### config.mk
export PLATFORM = sky130hd
export DESIGN_NAME = ex_mem_skid
export DESIGN_NICKNAME = d
export VERILOG_FILES = /design/src/rtl/ex_mem_skid.sv
export SDC_FILE = /design/constraint.sdc
export NUM_CORES = 1
export LEC_CHECK = 0
export CORE_UTILIZATION = 44
export CTS_CLUSTER_DIAMETER = 150
export DETAILED_ROUTE_END_ITERATION = 10
export GPL_ROUTABILITY_DRIVEN = 0
export PLACE_DENSITY = 0.74
export SKIP_LAST_GASP = 1
export SYNTH_ARGS = -nofsm -noshare
export SYNTH_HDL_FRONTEND = slang
export SYNTH_SLANG_ARGS = --single-unit
### constraint.sdc
create_clock -name clk -period 2.29 [get_ports clk]
set_input_delay 0.458 -clock clk [delete_from_list [all_inputs] [get_ports clk]]
set_output_delay 0.458 -clock clk [all_outputs]
set_load 0.005 [all_outputs]
### src/rtl/ex_mem_skid.sv
// ex_mem_skid
// -----------------------------------------------------------------------------
// EX->MEM pipeline stage built as a two-entry skid buffer with a valid/ready
// handshake on both sides. The head entry drives the MEM-side outputs; the
// skid entry only catches the one instruction EX may launch in the cycle
// where MEM stalls. Because ex_ready is a flop derived from the next
// occupancy, there is no combinational path from mem_ready back to EX.
//
// Ports
//   clk, rst            clock, synchronous active-high reset
//   flush               drop every held entry and any transfer this cycle
//   ex_valid/ex_ready   EX-side handshake (ex_ready is registered)
//   ex_wd/ex_wreg/ex_wdata                   write-back triple from EX
//   ex_memop/ex_maddr/ex_sdata               memory-op descriptor from EX
//   mem_valid/mem_ready MEM-side handshake on the head entry
//   mem_*               head entry fields, forced to 0 when mem_valid=0
//   fwd_hit_valid/fwd_wd/fwd_wdata  bypass for the EX forwarding network
//   occupancy           number of held entries, 0..2
// -----------------------------------------------------------------------------
module ex_mem_skid #(
   parameter int REG_ADDR_W = 5,
   parameter int DATA_W     = 32
) (
   input  logic                  clk,
   input  logic                  rst,
   input  logic                  flush,

   input  logic                  ex_valid,
   output logic                  ex_ready,
   input  logic [REG_ADDR_W-1:0] ex_wd,
   input  logic                  ex_wreg,
   input  logic [DATA_W-1:0]     ex_wdata,
   input  logic [1:0]            ex_memop,
   input  logic [DATA_W-1:0]     ex_maddr,
   input  logic [DATA_W-1:0]     ex_sdata,

   output logic                  mem_valid,
   input  logic                  mem_ready,
   output logic [REG_ADDR_W-1:0] mem_wd,
   output logic                  mem_wreg,
   output logic [DATA_W-1:0]     mem_wdata,
   output logic [1:0]            mem_memop,
   output logic [DATA_W-1:0]     mem_maddr,
   output logic [DATA_W-1:0]     mem_sdata,

   output logic                  fwd_hit_valid,
   output logic [REG_ADDR_W-1:0] fwd_wd,
   output logic [DATA_W-1:0]     fwd_wdata,

   output logic [1:0]            occupancy
);

   localparam int ENTRY_W = REG_ADDR_W + 1 + DATA_W + 2 + DATA_W + DATA_W;

   localparam logic [1:0] MEMOP_NONE     = 2'd0;
   localparam logic [1:0] MEMOP_LOAD     = 2'd1;
   localparam logic [1:0] MEMOP_RESERVED = 2'd3;

   typedef enum logic [1:0] {
      OCC_EMPTY = 2'd0,
      OCC_ONE   = 2'd1,
      OCC_FULL  = 2'd2
   } occ_t;

   occ_t               state_q, state_d;
   logic               ex_ready_q, ex_ready_d;
   logic [ENTRY_W-1:0] head_q, head_d;
   logic [ENTRY_W-1:0] skid_q, skid_d;

   logic [1:0]         in_memop;
   logic [ENTRY_W-1:0] in_entry;
   logic               accept;
   logic               pop;
   logic               head_valid;

   logic [REG_ADDR_W-1:0] h_wd;
   logic                  h_wreg;
   logic [DATA_W-1:0]     h_wdata;
   logic [1:0]            h_memop;
   logic [DATA_W-1:0]     h_maddr;
   logic [DATA_W-1:0]     h_sdata;

   // Reserved encoding is normalised on entry so MEM never sees it.
   assign in_memop = (ex_memop == MEMOP_RESERVED) ? MEMOP_NONE : ex_memop;
   assign in_entry = {ex_wd, ex_wreg, ex_wdata, in_memop, ex_maddr, ex_sdata};

   assign head_valid = (state_q != OCC_EMPTY);
   assign accept     = ex_valid && ex_ready_q && !flush;
   assign pop        = head_valid && mem_ready && !flush;

   // Next-state / storage steering
   always_comb begin
      state_d = state_q;
      head_d  = head_q;
      skid_d  = skid_q;

      case (state_q)
         OCC_EMPTY: begin
            if (accept) begin
               head_d  = in_entry;
               state_d = OCC_ONE;
            end
         end
         OCC_ONE: begin
            if (accept && pop) begin
               head_d = in_entry;           // old head leaves, new one takes its place
            end else if (accept) begin
               skid_d  = in_entry;
               state_d = OCC_FULL;
            end else if (pop) begin
               state_d = OCC_EMPTY;
            end
         end
         OCC_FULL: begin
            // ex_ready_q is low here, so accept cannot be set.
            if (pop) begin
               head_d  = skid_q;
               skid_d  = '0;
               state_d = OCC_ONE;
            end
         end
         default: begin
            state_d = OCC_EMPTY;
         end
      endcase

      if (flush) begin
         state_d = OCC_EMPTY;
         head_d  = '0;
         skid_d  = '0;
      end

      // Registered ready: derived from where occupancy lands after this edge.
      ex_ready_d = (state_d != OCC_FULL);
   end

   always_ff @(posedge clk) begin
      if (rst) begin
         state_q    <= OCC_EMPTY;
         ex_ready_q <= 1'b1;
         head_q     <= '0;
         skid_q     <= '0;
      end else begin
         state_q    <= state_d;
         ex_ready_q <= ex_ready_d;
         head_q     <= head_d;
         skid_q     <= skid_d;
      end
   end

   assign {h_wd, h_wreg, h_wdata, h_memop, h_maddr, h_sdata} = head_q;

   // Bubble gating: outputs are clean zeros whenever no entry is presented.
   always_comb begin
      mem_valid = head_valid;
      mem_wd    = '0;
      mem_wreg  = 1'b0;
      mem_wdata = '0;
      mem_memop = MEMOP_NONE;
      mem_maddr = '0;
      mem_sdata = '0;
      if (head_valid) begin
         mem_wd    = h_wd;
         mem_wreg  = h_wreg;
         mem_wdata = h_wdata;
         mem_memop = h_memop;
         mem_maddr = h_maddr;
         mem_sdata = h_sdata;
      end
   end

   // Loads are not forwardable (value unknown until MEM), and r0 is never a
   // real destination. The skid entry is deliberately excluded: EX is held
   // off while FULL, so no younger instruction can depend on it.
   always_comb begin
      fwd_hit_valid = head_valid && h_wreg && (h_wd != '0) && (h_memop != MEMOP_LOAD);
      fwd_wd        = '0;
      fwd_wdata     = '0;
      if (fwd_hit_valid) begin
         fwd_wd    = h_wd;
         fwd_wdata = h_wdata;
      end
   end

   assign ex_ready  = ex_ready_q;
   assign occupancy = state_q;

endmodule
Yosys cells after proc, flatten, opt, wreduce, memory -nomap -nowiden
Index checks and enable logic that the tools add are counted.
{"block": "totals", "input_bits": 109, "regBits": 211, "output_inout_bits": 146, "word_cells": 54}
{"block": "classes", "eq_ne": 10, "n_mux": 23, "reduce_logical": 17}
{"operator": "2-to-1 mux 104 bit", "n": 5}
{"operator": "case mux 104 bit (3 select lines)", "n": 1}
{"operator": "case mux 104 bit (2 select lines)", "n": 1}
{"operator": "2-to-1 mux 32 bit", "n": 4}
{"operator": "2-to-1 mux 2 bit", "n": 8}
{"operator": "!= test 2 bit (second input constant)", "n": 6}
{"operator": "2-to-1 mux 5 bit", "n": 2}
{"operator": "logical AND 1 bit", "n": 8}
{"operator": "AND reduction 4 bit", "n": 2}
{"operator": "case mux 2 bit (3 select lines)", "n": 1}
{"operator": "nonzero test 5 bit", "n": 1}
{"operator": "== test 2 bit (second input constant)", "n": 2}
{"operator": "nonzero test 2 bit", "n": 2}
{"operator": "nonzero test 3 bit", "n": 1}
{"operator": "== test 2 x 1 -> 1 bit (second input constant)", "n": 1}
{"operator": "zero test 2 bit", "n": 1}
{"operator": "!= test 2 x 1 -> 1 bit (second input constant)", "n": 1}
{"operator": "OR reduction 2 bit", "n": 1}
{"operator": "zero test 1 bit", "n": 1}
{"operator": "2-to-1 mux 1 bit", "n": 1}

Logic depth before layout (Yosys ltp)
{"block": "logic_depth", "word_depth": 9, "ltp_mapped": 7, "depth_no_buf": 4}

Least setup slack after synthesis
Ideal clock, no wire load.
{"block": "synth_timing", "path_kind": "reg-to-output", "from": "reg state_q[0] (netlist: occupancy[0])", "to": "out fwd_wdata[10]", "t_arrival_ns": 1.464, "path_buffers": 2, "slack_ns": 0.368, "path_stages_with_launch": 7, "required_ns": 1.832, "path_cell_list": "dfxtp_1 or2_1 clkbuf_1 and3_1 o21a_1 clkbuf_1 and2_1"}
{"block": "synth_between", "elab_chain_cells": 5}
{"element": "start, declared", "line": "65", "source": "occ_t state_q, state_d;"}
{"element": "start signal, assigned", "line": "144", "source": "state_q <= state_d;"}
{"element": "nonzero test 2 bit", "line": "87", "source": "assign head_valid = (state_q != OCC_EMPTY);"}
{"element": "logical AND 1 bit (3 in a row)", "line": "176", "source": "fwd_hit_valid = head_valid && h_wreg && (h_wd != '0) && (h_memop != MEMOP_LOAD);"}
{"element": "2-to-1 mux 32 bit", "line": "179", "source": "if (fwd_hit_valid) begin"}
{"element": "end, declared", "line": "48", "source": "output logic [DATA_W-1:0] fwd_wdata,"}
No other way between the ends.

Worst setup path in the final report
{"block": "layout_timing", "from": "reg head_q[102]", "to": "out fwd_wdata[14]"}
{"block": "layout_between", "elab_chain_cells": 4}
{"element": "start, declared", "line": "67", "source": "logic [ENTRY_W-1:0] head_q, head_d;"}
{"element": "start signal, assigned", "line": "141", "source": "head_q <= '0;"}
{"element": "start signal, assigned", "line": "146", "source": "head_q <= head_d;"}
{"element": "nonzero test 5 bit", "line": "176"}
{"element": "logical AND 1 bit (2 in a row)", "line": "176"}
{"element": "2-to-1 mux 32 bit", "line": "179"}
No other way between the ends.

==> reports/metrics.cfg <==
[synth]
yosys_warnings = 0
synth-seq-cells = 211
synthMuxAreaShare = 0.116
yosys.area_share.xor_xnor = 0
synth_top_area_frac = 0.466
synthesis.area_um2 = 9070
ys_seq_area_frac = 0.466
synth_fp_nets = 1107
synth_cell_types = 26
synth_top_family_by_area = compound AO/OA/AOI/OAI gates
synth_top_area_cell = dfxtp_1
syn_avg_cell_area_um2 = 9.09
syn_inst = 998
synthSimpleGateAreaFrac = 0.159
synthTopCellsByArea = dfxtp_1 (47%), mux2i_1 (12%), and2_1 (9.8%)
synth_compound_area_frac = 0.207
synth-adder-area-share = 0

[clock_network]
cts_hold_buf = 0
clkLatencyLatePin_ns = 0.51
cts_tree = done
clkSinkCount = 211
cts_buffer_depth = 3
cts_buffers = 23
clock-root-buffer = clkbuf_16
clk_pin_slew_worst_paths_ns = 0.06
htree_levels = 1

[die]
ioPinCount = 255
core_area_um2 = 20200
die_h_um = 146
rows = 52
initial_core_util = 0.448
die_x_um = 146
dieArea_um2 = 21200

[critical_path]
slowest_stage = or4_4
path_class = reg -> out
path_delay_family = simple AND/OR/NAND/NOR gates
critPathMaxStageDelay_ns = 0.52
critPathRequiredTime_ns = 1.83
critPathCaptureType = primary output
worst_setup_path_start_kind = flop
worstPathCellList = or4_4, o21a_4, buf_12, and2_1, dlygate4sd2_1
crit_fanout = 17
timing.critical_path.buf_inv = 2
crit_arrival_ns = 2.15

[power]
vdd_drop_max_uv = 459
total_leakage_power_nw = 5.91
powerDensity_nw_per_um2 = 653
finalPower_mw = 8.55

[layout]
layout-drive-gt1-share = 0.221
layout-area-overhead-vs-synth_pct = 44.4
final_util = 0.648
final_area_um2 = 13100
final_nets = 1361

[sta]
slew_viol_final = 0
fin_crit_sh = 1.14
rsz0062_at_grt = yes
worst_slack_ns = -0.320
setup_tns_ns = -11.04
tightestPinTransition_ns = 0.531
period_needed_ns = 2.61
slew-limit-headroom = 0.646
hold_viol_final = 0
finalSetupViolCount = 77
finClkSkew_ns = 0.0170
clock.fmax_ghz = 0.383

[flow_run]
maxCapViolations = 0

[placement]
postPlaceCellArea_um2 = 12000
dp_slack_ns = -0.00805
post-dp-hpwl_um = 16300
port_buffers = 254

[outcome]
outcome = complete, but fails checks
violations = negative setup slack

[route]
drt_iter0_markers = 479
dr.pass1.iters = 5
drt-total-wl_um = 28000
vias = 8316
ant_nets = 0
via_per_inst = 5.39
wire_per_inst_um = 18.1
drc = 0

[global_routing]
grt_pass1_wl_um = 43000
grt_usage = 0.251
antenna_found_initial = 4
grt_max_degree = 74
grt_pass1_vias = 7898
grt_overflow = 0

[hold_path]
hold_path.class = reg -> reg

[repair_timing]
item	4_1_cts	5_1_grt
gates cloned	11	5
buffers inserted	16	10
pin swaps	4	22
resized for setup	241	295
endpoints found under the setup margin	143	133
[worst paths after layout]
kind / to / slack, ns / cells after the start / start
worst max-delay path: fwd_wdata[14] / -0.32 / 5 / head_q[102]
worst min-delay path: skid_q[5] / 0.46 / 1 / skid_q[5]
worst max register to register: head_q[88] / 0.49 / 5 / occupancy[0]
worst min register to register: skid_q[5] / 0.46 / 1 / skid_q[5]
[sequential cells by signal, indices dropped and copies added (netlist names)]
name,count
occupancy,2
skid_q,104
ex_ready,1
head_q,104
[cell families after synthesis]
family / Yosys count
AO/OA/AOI/OAI: 317
AND/OR/NAND/NOR: 263
flip-flops: 211
multiplexers: 105
buffers and inverters: 102
[where the power goes]
part	leakage [nW]	internal, mW	switching, mW
Sequential	1.72	3.77	0.0531
Combinational	3.80	0.491	0.448
Clock	0.399	2.28	1.51
Total	5.91	6.54	2.01
[Yosys cell counts]
master    instances
a21oi_1         155
a221o_1           1
a32o_1           53
and2_1          142
and3_1            2
buf_2            35
buf_6             6
clkbuf_1         60
dfxtp_1         211
inv_1             1
mux2i_1         105
nand2_1          53
nand2b_1          4
nand3_1          51
nand3b_1          1
nor2_1            2
nor2b_1           3
nor3_1            1
o21a_1            2
o21ai_0         104
o22a_1            1
o31ai_4           1
or2_1             1
or2_2             1
or3_1             1
or4_1             1
[metal layers]
metal	wire (µm)	vias to the layer above	global-route usage	part of all wire
met5	0	-	0	0
met4	786	0	0.0932	0.028
met3	1660	46	0.0448	0.059
met2	13300	260	0.416	0.48
met1	12200	3945	0.328	0.44
li1	-	4065	-	-
[cell type report]
type	instances	area, µm²
antenna	4	10.0
timing repair buffer	330	3220
tap	270	338
inverter	1	3.75
clock inverter	16	166
multi-input combinational	685	4520
fill	1711	7130
clock buffer	26	617
sequential	211	4230
[worst reg2reg max path: stages, from the launching register on]
cell      delay [ns]
dfxtp_2         0.33
buf_4           0.14
nand2b_4        0.34
buf_4           0.49
mux2i_1         0.28
a21oi_1         0.09
[per-stage QoR]
step | hold WS [ns] | instances
3_5_place_dp | 0.453 | 1463
6_report | 0.464 | 1543
4_1_cts | 0.467 | 1532
5_1_grt | 0.476 | 1542
2_1_floorplan | 0.441 | 998
3_3_place_gp | 0.445 | 1463
[cell usage in the layout (no fill, tap or decap), drive strengths merged, types with 12 or more instances in the layout]
master	instances
and2	142
dlygate4sd2	13
clkdlybuf4s50	111
o21ai	104
mux2i	105
buf	104
a32o	53
nand3	51
clkinv	12
clkdlybuf4s15	22
dfxtp	211
nand2	53
clkbuf	106
a21oi	155
No activity file was read; power rests on OpenSTA's default activity.
